File: src/rtl/arb_rsp_demux.sv
// Response demultiplexer for the round-robin arbitration tree: an index FIFO remembers
// which upstream port issued each forwarded request and steers in-order responses back.
module arb_rsp_demux #(
    parameter int unsigned NumOut    = 4,
    parameter int unsigned DataWidth = 32,
    parameter type         DataType  = logic [DataWidth-1:0],
    parameter int unsigned MaxTrans  = 8,
    parameter int unsigned IdxWidth  = $clog2(NumOut),
    parameter int unsigned CntWidth  = $clog2(MaxTrans + 1)
) (
    input  logic                       clk_i,
    input  logic                       rst_ni,
    input  logic                       flush_i,
    input  logic                       req_valid_i,
    input  logic [IdxWidth-1:0]        req_idx_i,
    output logic                       req_ready_o,
    input  logic                       rsp_valid_i,
    output logic                       rsp_ready_o,
    input  DataType                    rsp_data_i,
    output logic [NumOut-1:0]          rsp_valid_o,
    input  logic [NumOut-1:0]          rsp_ready_i,
    output DataType [NumOut-1:0]       rsp_data_o,
    output logic [CntWidth-1:0]        outstanding_o,
    output logic                       err_o
);

    localparam int unsigned PtrWidth = (MaxTrans > 1) ? $clog2(MaxTrans) : 1;

    logic [IdxWidth-1:0] idx_mem_r [MaxTrans];
    logic [PtrWidth-1:0] wr_ptr_r;
    logic [PtrWidth-1:0] rd_ptr_r;
    logic [CntWidth-1:0] count_r;
    logic                err_r;
    logic [IdxWidth-1:0] head_s;
    logic                nonempty_s;
    logic                full_s;
    logic                push_s;
    logic                pop_s;

    // Pointers wrap explicitly so MaxTrans need not be a power of two.
    function automatic logic [PtrWidth-1:0] ptr_inc(input logic [PtrWidth-1:0] ptr);
        if (ptr == PtrWidth'(MaxTrans - 1)) begin
            return {PtrWidth{1'b0}};
        end else begin
            return ptr + PtrWidth'(1);
        end
    endfunction

    assign nonempty_s    = (count_r != CntWidth'(0));
    assign full_s        = (count_r == CntWidth'(MaxTrans));
    assign head_s        = idx_mem_r[rd_ptr_r];
    assign req_ready_o   = ~full_s & ~flush_i;
    assign rsp_ready_o   = nonempty_s & rsp_ready_i[head_s] & ~flush_i;
    assign push_s        = req_valid_i & req_ready_o;
    assign pop_s         = rsp_valid_i & rsp_ready_o;
    assign outstanding_o = count_r;
    assign err_o         = err_r;

    // Steer the response valid to the head port only; payload is broadcast.
    always_comb begin
        rsp_valid_o = {NumOut{1'b0}};
        for (int p = 0; p < NumOut; p++) begin
            rsp_data_o[p] = rsp_data_i;
        end
        if (rsp_valid_i && nonempty_s && !flush_i) begin
            rsp_valid_o[head_s] = 1'b1;
        end else begin
            rsp_valid_o = {NumOut{1'b0}};
        end
    end

    // Index storage; contents beyond the live window are don't-care, so no reset.
    always_ff @(posedge clk_i) begin
        if (push_s) begin
            idx_mem_r[wr_ptr_r] <= req_idx_i;
        end
    end

    // Pointer, occupancy and sticky-error state; flush clears like reset.
    always_ff @(posedge clk_i) begin
        if (!rst_ni || flush_i) begin
            wr_ptr_r <= {PtrWidth{1'b0}};
            rd_ptr_r <= {PtrWidth{1'b0}};
            count_r  <= {CntWidth{1'b0}};
            err_r    <= 1'b0;
        end else begin
            if (push_s) begin
                wr_ptr_r <= ptr_inc(wr_ptr_r);
            end
            if (pop_s) begin
                rd_ptr_r <= ptr_inc(rd_ptr_r);
            end
            case ({push_s, pop_s})
                2'b10:   count_r <= count_r + CntWidth'(1);
                2'b01:   count_r <= count_r - CntWidth'(1);
                default: count_r <= count_r;
            endcase
            if (rsp_valid_i && !nonempty_s) begin
                err_r <= 1'b1;
            end
        end
    end

    arb_rsp_demux_chk #(
        .NumOut   (NumOut),
        .DataType (DataType),
        .IdxWidth (IdxWidth),
        .CntWidth (CntWidth)
    ) u_chk (
        .clk_i       (clk_i),
        .rst_ni      (rst_ni),
        .flush_i     (flush_i),
        .req_valid_i (req_valid_i),
        .req_idx_i   (req_idx_i),
        .rsp_valid_i (rsp_valid_i),
        .rsp_ready_o (rsp_ready_o),
        .rsp_data_i  (rsp_data_i),
        .outstanding (count_r)
    );

endmodule

// Interface protocol properties for arb_rsp_demux.
module arb_rsp_demux_chk #(
    parameter int unsigned NumOut   = 4,
    parameter type         DataType = logic [31:0],
    parameter int unsigned IdxWidth = 2,
    parameter int unsigned CntWidth = 4
) (
    input logic                clk_i,
    input logic                rst_ni,
    input logic                flush_i,
    input logic                req_valid_i,
    input logic [IdxWidth-1:0] req_idx_i,
    input logic                rsp_valid_i,
    input logic                rsp_ready_o,
    input DataType             rsp_data_i,
    input logic [CntWidth-1:0] outstanding
);

    localparam logic [IdxWidth:0] NumOutW = (IdxWidth + 1)'(NumOut);

    a_idx_legal: assert property (@(posedge clk_i) disable iff (!rst_ni)
        req_valid_i |-> ({1'b0, req_idx_i} < NumOutW));

    // A pending response must be held with stable payload until accepted.
    a_rsp_hold: assert property (@(posedge clk_i) disable iff (!rst_ni)
        (rsp_valid_i && !rsp_ready_o && (outstanding != CntWidth'(0)) && !flush_i)
        |=> (rsp_valid_i && $stable(rsp_data_i)));

endmodule

File: config.mk
export PLATFORM = sky130hd
export DESIGN_NAME = arb_rsp_demux
export DESIGN_NICKNAME = d
export VERILOG_FILES = /design/src/rtl/arb_rsp_demux.sv
export SDC_FILE = /design/constraint.sdc
export NUM_CORES = 1
export LEC_CHECK = 0
export BUFFER_PORTS_ARGS = -buffer_cell sky130_fd_sc_hd__buf_4
export CAP_MARGIN = 25
export CORE_ASPECT_RATIO = 0.8
export CORE_UTILIZATION = 41
export CTS_BUF_LIST = sky130_fd_sc_hd__clkbuf_4 sky130_fd_sc_hd__clkbuf_8
export CTS_CLUSTER_SIZE = 25
export DETAILED_ROUTE_END_ITERATION = 16
export MAX_ROUTING_LAYER = met4
export PLACE_DENSITY = 0.78
export SKIP_LAST_GASP = 1
export SLEW_MARGIN = 40
export SYNTH_ARGS = -nofsm -noshare
export SYNTH_HDL_FRONTEND = slang
export SYNTH_HIERARCHICAL = 1
export SYNTH_SLANG_ARGS = --single-unit
File: constraint.sdc
create_clock -name clk_i -period 3.9 [get_ports clk_i]
set_input_delay 0.78 -clock clk_i [delete_from_list [all_inputs] [get_ports clk_i]]
set_output_delay 0.78 -clock clk_i [all_outputs]
set_load 0.01 [all_outputs]
==> impl_metrics.env, run 1 <==
export IMPL_avgSynthCellArea_sq_um=9.62
export IMPL_core_area_sq_mm=0.00550
export IMPL_cp_endpoint="outstanding_o[2]$_SDFFE_PP0P_"
export IMPL_clkLatencyLatePin_ns=0.28
export IMPL_seqPwrFrac=0.533
export IMPL_num_vias=956
export IMPL_slew_headroom=0.660
export IMPL_antenna_found_initial=0
export IMPL_grt_use_total=0.102
export IMPL_postCtsResizedCells=0
export IMPL_ys_seq_area_frac=0.321
export IMPL_hp_class="flip-flop to flip-flop"
export IMPL_antenna_left=0
export IMPL_syn_area_sq_mm=0.00237
export IMPL_routed_via_density=4.31
export IMPL_clk_transition_reported_paths_ns=0.06
export IMPL_diodes=0
export IMPL_final_common_cell="buf_4"
export IMPL_cts_max_level=2
export IMPL_die_y_um=70.0
export IMPL_synth_cell_types=30
export IMPL_cts_tree="done"
export IMPL_worstReg2RegEnd="outstanding_o[2]$_SDFFE_PP0P_"
export IMPL_hold_violations=0
export IMPL_drtPass1Iterations=4
export IMPL_port_buffers=21
export IMPL_cts_root_buf="clkbuf_8"
export IMPL_post_cts_buffers=0
export IMPL_ios=182
export IMPL_critical_path_class="flip-flop to flip-flop"
export IMPL_irDropWorstVdd_uv=111
export IMPL_syn_nets=296
export IMPL_swShare=0.208
export IMPL_grt_max_degree=11
export IMPL_pwr_share_comb=0.056
export IMPL_crit_path_end_kind="flip-flop"
export IMPL_fmax_ghz=0.299
export IMPL_grt_ovfl_total=0
export IMPL_clkSinkCount=30
export IMPL_final_nets=193
export IMPL_cts_hold_buf=0
export IMPL_grt_pass1_vias=979
export IMPL_tns_ns=0
export IMPL_leakage_nw=0.683
export IMPL_ys_warn_count=6
export IMPL_powerDensity_mw_per_mm2=365
export IMPL_whs_ns=0.471
export IMPL_first_iter_violations=64
export IMPL_rsz0062_at_grt="false"
export IMPL_grt_pass1_wl_um=4530
export IMPL_gp_congestion=0.757
export IMPL_dpl_hpwl_um=2050
export IMPL_power_w=0.000633
export IMPL_drv_cap=0
export IMPL_most_common_layout_cells="buf_4, edfxtp_1, dfxtp_1"
export IMPL_crit_slowest_cell="mux4_2"
export IMPL_row_count=24
export IMPL_cp_cell_sequence="mux4_2 > mux2_4 > mux4_2 > nand2_4 > inv_2 > ha_1 > xor2_1 > ha_1 > a21oi_1 > xor2_1 > or3_1 > a21oi_1"
export IMPL_power_frac_clock=0.411
export IMPL_p_int_w=0.000502
export IMPL_tightest_slew_ns=0.505
export IMPL_area_growth_pct=-26.6
export IMPL_startpoint_type="flip-flop"
export IMPL_worst_r2r_setup_slack_ns=0.56
export IMPL_syn_instance_count=246
export IMPL_wl_um=2800
export IMPL_routedWlPerCell_um=12.6
export IMPL_worstPathRequired_ns=4.11
export IMPL_start_util=0.431
export IMPL_period_share=0.857
export IMPL_final_setup_viol_count=0
export IMPL_final_max_slew_violation_count=0
export IMPL_drc_errors=0
export IMPL_switchingPower_w=0.000132
export IMPL_die_w_um=87.0
export IMPL_die_area_sq_mm=0.00608
export IMPL_period_minus_slack_ns=3.34
export IMPL_max_stage_delay_ns=0.55
export IMPL_cts_buffers=5
export IMPL_fin_skew_ns=0.00547
export IMPL_clockBufferDepth=2
export IMPL_critical_path_max_fanout=6
export IMPL_drive_above_1_share=0.278
export IMPL_arrival_ns=3.55
export IMPL_r2r_cells=12
export IMPL_outcome="complete, no violations"
export IMPL_ys_seq_elements=30
export IMPL_post_route_util=0.316
[through the flow]
stage	setup WS, ns	area, sq um	std cells
CTS	0.553	1740	222
detailed placement	0.566	1640	214
global route	0.373	1740	222
finish	0.556	1740	222
global placement	0.656	1640	214
floorplan	0.816	2370	246
[state kept, by name, indices dropped and copies added, names as in the netlist, named ones only]
| signal | cells |
|---|---|
| wr_ptr_r | 3 |
| idx_mem_r | 16 |
| rd_ptr_r | 3 |
| outstanding_o | 4 |
| err_o | 1 |
[cells by family after synthesis]
| kind of cell | synth area share |
|---|---|
| flops | 0.321 |
| simple gates | 0.108 |
| buf+inv | 0.415 |
| xor+xnor | 0.0148 |
| fa+ha+maj | 0.0370 |
| compound gates | 0.0233 |
| mux | 0.0803 |
[critical path: cells and delay by family (launching register included)]
kind / cells / cell delay [ns]
compound gates: 2 / 0.28
flops: 1 / 0.48
simple gates: 2 / 0.44
xor+xnor: 2 / 0.27
buf+inv: 1 / 0.04
mux: 3 / 1.32
fa+ha+maj: 2 / 0.44
[how the worst min path moves through the flow]
stage	start	end	slack [ns]	cells after the start
final	err_o$_SDFFE_PP0P_	err_o$_SDFFE_PP0P_	0.47	2
after floorplan	rd_ptr_r[1]$_SDFFE_PP0N_	flip-flop	0.46	2
after global placement	err_o$_SDFFE_PP0P_	err_o$_SDFFE_PP0P_	0.45	2
after global routing	err_o$_SDFFE_PP0P_	err_o$_SDFFE_PP0P_	0.51	2
after CTS	err_o$_SDFFE_PP0P_	err_o$_SDFFE_PP0P_	0.48	2
after detailed placement	err_o$_SDFFE_PP0P_	err_o$_SDFFE_PP0P_	0.46	2
[area by class of cell]
class | count | area [sq um]
Tap cell | 78 | 97.6
Multi-Input combinational cell | 84 | 623
Clock buffer | 7 | 90.1
Clock inverter | 1 | 5.00
Timing Repair Buffer | 21 | 158
Inverter | 1 | 3.75
Sequential cell | 30 | 761
Fill cell | 539 | 3760
[routing by layer]
metal | vias to the layer above | GRT usage | share of wire
li1 | 475 | - | -
met1 | 453 | 0.117 | 0.44
met2 | 25 | 0.140 | 0.49
met3 | 3 | 0.0449 | 0.062
met4 | 0 | 0.0704 | 0.0072
met5 | - | - | 0
[Yosys cell counts]
| cell | n | area share |
|---|---|---|
| ha_1 | 7 | 0.037 |
| a21oi_1 | 8 | 0.017 |
| and3_1 | 1 | 0.0026 |
| nor2b_1 | 3 | 0.0079 |
| nor2_1 | 11 | 0.017 |
| xor2_1 | 3 | 0.011 |
| nor3_1 | 5 | 0.011 |
| buf_4 | 128 | 0.41 |
| edfxtp_1 | 16 | 0.20 |
| nand3b_1 | 1 | 0.0032 |
| mux2i_1 | 4 | 0.017 |
| or3_1 | 3 | 0.0079 |
| dfxtp_1 | 14 | 0.12 |
| xnor2_1 | 1 | 0.0037 |
| and3b_1 | 1 | 0.0037 |
| nand2_1 | 11 | 0.017 |
| inv_2 | 1 | 0.0016 |
| buf_6 | 1 | 0.0048 |
| nand2b_1 | 4 | 0.011 |
| o21ai_0 | 3 | 0.0063 |
| nand4b_1 | 1 | 0.0037 |
| mux4_2 | 4 | 0.038 |
| nor3b_1 | 1 | 0.0032 |
| nand2_4 | 1 | 0.0048 |
| nand3_1 | 2 | 0.0042 |
| mux2_4 | 1 | 0.0063 |
| and2_1 | 2 | 0.0053 |
| nor4_1 | 2 | 0.0053 |
| mux2_2 | 4 | 0.019 |
| clkbuf_1 | 2 | 0.0032 |
[power by group through the flow]
stage               Combinational (W)  Clock (W)  Sequential [W]
floorplan                    0.000154          0        0.000344
global placement            0.0000350          0        0.000344
detailed placement          0.0000357          0        0.000344
CTS                         0.0000360   0.000267        0.000338
global route                0.0000393   0.000281        0.000338
finish                      0.0000357   0.000260        0.000338
No activity file was read; power rests on OpenSTA's default activity.
==> run 2: changes to the inputs <==
--- a/config.mk
+++ b/config.mk
@@ -8,12 +8,12 @@
 export BUFFER_PORTS_ARGS = -buffer_cell sky130_fd_sc_hd__buf_4
 export CAP_MARGIN = 25
 export CORE_ASPECT_RATIO = 0.8
-export CORE_UTILIZATION = 41
+export CORE_UTILIZATION = 40
 export CTS_BUF_LIST = sky130_fd_sc_hd__clkbuf_4 sky130_fd_sc_hd__clkbuf_8
 export CTS_CLUSTER_SIZE = 25
 export DETAILED_ROUTE_END_ITERATION = 16
 export MAX_ROUTING_LAYER = met4
-export PLACE_DENSITY = 0.78
+export PLACE_DENSITY = 0.77
 export SKIP_LAST_GASP = 1
 export SLEW_MARGIN = 40
 export SYNTH_ARGS = -nofsm -noshare
==> impl_metrics.env, run 2 (synthesis results as in run 1) <==
export IMPL_outcome="complete, no violations"
export IMPL_grt_ovfl_total=0
export IMPL_antenna_left=0
export IMPL_clockBufferDepth=2
export IMPL_drive_above_1_share=0.271
export IMPL_ios=182
export IMPL_diodes=0
export IMPL_final_max_slew_violation_count=0
export IMPL_grt_max_degree=11
export IMPL_whs_ns=0.476
export IMPL_clkSinkCount=30
export IMPL_startpoint_type="flip-flop"
export IMPL_routed_via_density=4.45
export IMPL_grt_busiest_layer="met2"
export IMPL_crit_path_end_kind="flip-flop"
export IMPL_postCtsResizedCells=0
export IMPL_gp_congestion=0.778
export IMPL_area_growth_pct=-26.9
export IMPL_worstPathRequired_ns=4.10
export IMPL_routedWlPerCell_um=12.8
export IMPL_critical_path_class="flip-flop to flip-flop"
export IMPL_fmax_ghz=0.298
export IMPL_wl_um=2850
export IMPL_grt_met1_usage=0.116
export IMPL_final_common_cell="buf_4"
export IMPL_drc_errors=0
export IMPL_rsz0062_at_grt="false"
export IMPL_irDropWorstVdd_uv=107
export IMPL_drv_cap=0
export IMPL_post_cts_buffers=0
export IMPL_hold_violations=0
export IMPL_tns_ns=0
export IMPL_fin_skew_ns=0.00452
export IMPL_start_util=0.424
export IMPL_grt_use_total=0.0982
export IMPL_cts_max_level=2
export IMPL_die_y_um=70.8
export IMPL_post_route_util=0.310
export IMPL_clk_transition_reported_paths_ns=0.06
export IMPL_grtUsageMet2=0.134
export IMPL_cts_hold_buf=0
export IMPL_grt_pass1_wl_um=4590
export IMPL_multiInputGateArea_sq_um=623
export IMPL_slew_headroom=0.656
export IMPL_drtPass1Iterations=4
export IMPL_hp_class="flip-flop to flip-flop"
export IMPL_die_w_um=88.0
export IMPL_nFillCells=592
export IMPL_regArea_sq_um=761
export IMPL_period_minus_slack_ns=3.36
export IMPL_arrival_ns=3.56
export IMPL_port_buffers=21
export IMPL_largest_reg_flops=16
export IMPL_leakage_nw=0.678
export IMPL_tightest_slew_ns=0.512
export IMPL_final_nets=193
export IMPL_die_area_sq_mm=0.00623
export IMPL_grt_pass1_vias=983
export IMPL_core_area_sq_mm=0.00559
export IMPL_final_setup_viol_count=0
export IMPL_cts_buffers=5
export IMPL_most_common_layout_cells="buf_4, edfxtp_1, dfxtp_1"
export IMPL_cts_tree="done"
export IMPL_dpl_hpwl_um=2080
export IMPL_top_register="idx_mem_r"
export IMPL_row_count=24
export IMPL_critical_path_max_fanout=6
export IMPL_grtUsageMet3=0.0373
export IMPL_first_iter_violations=76
export IMPL_cts_root_buf="clkbuf_8"
export IMPL_num_vias=988
export IMPL_antenna_found_initial=0
export IMPL_power_w=0.000617
export IMPL_powerDensity_mw_per_mm2=357
export IMPL_clkLatencyLatePin_ns=0.27
export IMPL_period_share=0.861
run 2: final cells by class:
cell class,instances,share of cell area
Inverter,1,0.00217
Timing Repair Buffer,21,0.0911
Clock buffer,7,0.0484
Sequential cell,30,0.440
Clock inverter,1,0.00217
Tap cell,78,0.0564
Multi-Input combinational cell,84,0.360
run 2: per-layer routing:
layer  up-vias  share of wire
li1        478              -
met1       462           0.44
met2        36           0.46
met3        12          0.063
met4         0          0.030
met5         -              0
run 2: through the flow:
stage,instances,setup WS [ns],area [sq um]
finish,222,0.544,1730
global route,222,0.355,1730
CTS,222,0.529,1730
detailed placement,214,0.544,1640
global placement,214,0.654,1640
floorplan,246,0.816,2370
run 2: critical path, cell delays in order, from the launching register on:
cell and delay (ns):
dfxtp_1 0.49, mux4_2 0.55, mux2_4 0.31, mux4_2 0.47, nand2_4 0.13, inv_2 0.05, ha_1 0.23, xor2_1 0.18
ha_1 0.19, a21oi_1 0.14, xor2_1 0.10, or3_1 0.31, a21oi_1 0.14
run 2: power breakdown:
group	internal, W	leakage, nW	switching, W	total [W]
registers	0.000335	0.258	0.00000265	0.000338
clock network	0.000138	0.0467	0.000106	0.000244
logic	0.0000176	0.374	0.0000183	0.0000360
total	0.000491	0.678	0.000127	0.000617
run 2: worst paths after layout:
kind	from	to	slack, ns	cells past startpoint
worst max-delay path	flip-flop	outstanding_o[2]$_SDFFE_PP0P_	0.54	12
worst min-delay path	err_o$_SDFFE_PP0P_	err_o$_SDFFE_PP0P_	0.48	2
worst max register to register	flip-flop	outstanding_o[2]$_SDFFE_PP0P_	0.54	12
worst min register to register	err_o$_SDFFE_PP0P_	err_o$_SDFFE_PP0P_	0.48	2
==> run 3: changes to the inputs <==
--- a/config.mk
+++ b/config.mk
@@ -12,8 +12,9 @@
 export CTS_BUF_LIST = sky130_fd_sc_hd__clkbuf_4 sky130_fd_sc_hd__clkbuf_8
 export CTS_CLUSTER_SIZE = 25
 export DETAILED_ROUTE_END_ITERATION = 16
+export GPL_TIMING_DRIVEN = 0
 export MAX_ROUTING_LAYER = met4
-export PLACE_DENSITY = 0.77
+export PLACE_DENSITY_LB_ADDON = 0.05
 export SKIP_LAST_GASP = 1
 export SLEW_MARGIN = 40
 export SYNTH_ARGS = -nofsm -noshare
==> constraint.sdc (replaced) <==
create_clock -name clk_i -period 4 [get_ports clk_i]
set_input_delay 0.8 -clock clk_i [delete_from_list [all_inputs] [get_ports clk_i]]
set_output_delay 0.8 -clock clk_i [all_outputs]
set_load 0.01 [all_outputs]
==> impl_metrics.env, run 3 (synthesis results as in run 1) <==
export IMPL_pwr_share_comb=0.314
export IMPL_drtPass1Iterations=4
export IMPL_cp_endpoint="outstanding_o[2]$_SDFFE_PP0P_"
export IMPL_powerDensity_mw_per_mm2=231
export IMPL_crit_slowest_cell="mux4_2"
export IMPL_antenna_found_initial=0
export IMPL_gp_congestion=0.738
export IMPL_first_iter_violations=44
export IMPL_critical_path_class="flip-flop to flip-flop"
export IMPL_critical_path_max_fanout=6
export IMPL_die_area_sq_mm=0.00623
export IMPL_rsz0062_at_grt="false"
export IMPL_ios=182
export IMPL_port_buffers=149
export IMPL_dpl_hpwl_um=4300
export IMPL_final_common_cell="buf_4"
export IMPL_leakage_nw=1.92
export IMPL_r2r_cells=13
export IMPL_cts_buffers=5
export IMPL_power_frac_clock=0.300
export IMPL_grt_pass1_vias=1803
export IMPL_drc_errors=0
export IMPL_core_area_sq_mm=0.00559
export IMPL_die_y_um=70.8
export IMPL_tightest_slew_ns=0.578
export IMPL_instances_no_fill=481
export IMPL_swShare=0.241
export IMPL_top_register="idx_mem_r"
export IMPL_crit_path_end_kind="flip-flop"
export IMPL_most_common_layout_cells="buf_4, edfxtp_1, dfxtp_1"
export IMPL_hp_class="flip-flop to flip-flop"
export IMPL_wl_um=5030
export IMPL_num_vias=1959
export IMPL_hold_violations=0
export IMPL_grt_pass1_wl_um=7590
export IMPL_drive_above_1_share=0.737
export IMPL_cp_cell_sequence="buf_6 > mux4_2 > mux2_4 > mux4_2 > nand2_4 > inv_2 > ha_1 > xor2_1 > ha_1 > a21oi_1 > xor2_1 > or3_1 > a21oi_1"
export IMPL_cts_max_level=2
export IMPL_grt_max_degree=11
export IMPL_grt_ovfl_total=0
export IMPL_diodes=0
export IMPL_final_setup_viol_count=0
export IMPL_clk_transition_reported_paths_ns=0.06
export IMPL_worstReg2RegEnd="outstanding_o[2]$_SDFFE_PP0P_"
export IMPL_dpl_worst_slack_ns=0.719
export IMPL_die_w_um=88.0
export IMPL_row_count=24
export IMPL_worstPathRequired_ns=4.20
export IMPL_period_share=0.825
export IMPL_area_growth_pct=55.4
export IMPL_fin_ws_ns=0.700
export IMPL_p_int_w=0.000646
export IMPL_outcome="complete, no violations"
export IMPL_largest_reg_flops=16
export IMPL_dp_cells=473
export IMPL_antenna_left=0
export IMPL_fin_skew_ns=0.00455
export IMPL_slew_headroom=0.611
export IMPL_startpoint_type="flip-flop"
export IMPL_power_w=0.000851
export IMPL_irDropWorstVdd_uv=109
export IMPL_cts_root_buf="clkbuf_8"
export IMPL_cts_hold_buf=0
export IMPL_period_minus_slack_ns=3.30
export IMPL_clockBufferDepth=2
export IMPL_max_stage_delay_ns=0.48
export IMPL_clkLatencyLatePin_ns=0.28
export IMPL_postCtsResizedCells=0
export IMPL_seqPwrFrac=0.387
export IMPL_post_route_util=0.659
export IMPL_clkSinkCount=30
export IMPL_cts_tree="done"
export IMPL_final_max_slew_violation_count=0
export IMPL_start_util=0.424
export IMPL_switchingPower_w=0.000205
export IMPL_worst_r2r_setup_slack_ns=0.70
export IMPL_tns_ns=0
export IMPL_drv_cap=0
export IMPL_post_cts_buffers=0
export IMPL_routed_via_density=4.07
export IMPL_arrival_ns=3.50
export IMPL_fmax_ghz=0.303
export IMPL_final_nets=452
export IMPL_routedWlPerCell_um=10.5
export IMPL_grt_use_total=0.161
run 3: changes by cell type in the layout (fill, tap and decap cells not counted), sizes merged:
| cell | delta |
|---|---|
| buf | +257 |
| clkbuf | +2 |
run 3: final cells by class:
type                            instances  area [sq um]
Fill cell                             465          1910
Multi-Input combinational cell         84           623
Clock buffer                            7          90.1
Buffer                                131           980
Clock inverter                          1          5.00
Sequential cell                        30           761
Tap cell                               78          97.6
Timing Repair Buffer                  149          1120
Inverter                                1          3.75
run 3: per-layer routing:
metal / part of all wire / wire length [um] / track usage
met2: 0.51 / 2550 / 0.283
met4: 0.014 / 68 / 0.0538
met1: 0.39 / 1970 / 0.176
met3: 0.086 / 433 / 0.0420
met5: 0 / 0 / -
run 3: per-stage QoR:
step | hold WS, ns | cell area, sq um
floorplan | 0.458 | 2370
global placement | 0.452 | 3580
detailed placement | 0.459 | 3580
CTS | 0.476 | 3680
global route | 0.502 | 3680
finish | 0.472 | 3680
run 3: worst min-delay path by stage:
stage	start	endpoint	slack (ns)	cells after the start
floorplan	rd_ptr_r[1]$_SDFFE_PP0N_	flip-flop	0.46	2
global placement	err_o$_SDFFE_PP0P_	err_o$_SDFFE_PP0P_	0.45	2
detailed placement	err_o$_SDFFE_PP0P_	err_o$_SDFFE_PP0P_	0.46	2
CTS	err_o$_SDFFE_PP0P_	err_o$_SDFFE_PP0P_	0.48	2
global route	err_o$_SDFFE_PP0P_	err_o$_SDFFE_PP0P_	0.50	2
finish	err_o$_SDFFE_PP0P_	err_o$_SDFFE_PP0P_	0.47	2
run 3: worst max-delay path, delay by kind of cell (launching register included):
kind,cells,cell delay (ns)
adders and majority gates,2,0.43
AOI/OAI and AO/OA,2,0.31
xor gates and xnor gates,2,0.27
DFF,1,0.32
muxes,3,1.27
and+or+nand+nor,2,0.45
buffers and inverters,2,0.17
run 3: power by group through the flow:
| stage | combinational (W) | clock [W] | sequential [W] |
|---|---|---|---|
| detailed placement | 0.000270 | 0 | 0.000336 |
| global route | 0.000284 | 0.000277 | 0.000329 |
| CTS | 0.000270 | 0.000263 | 0.000329 |
| finish | 0.000267 | 0.000255 | 0.000329 |
| global placement | 0.000265 | 0 | 0.000335 |
| floorplan | 0.000150 | 0 | 0.000336 |
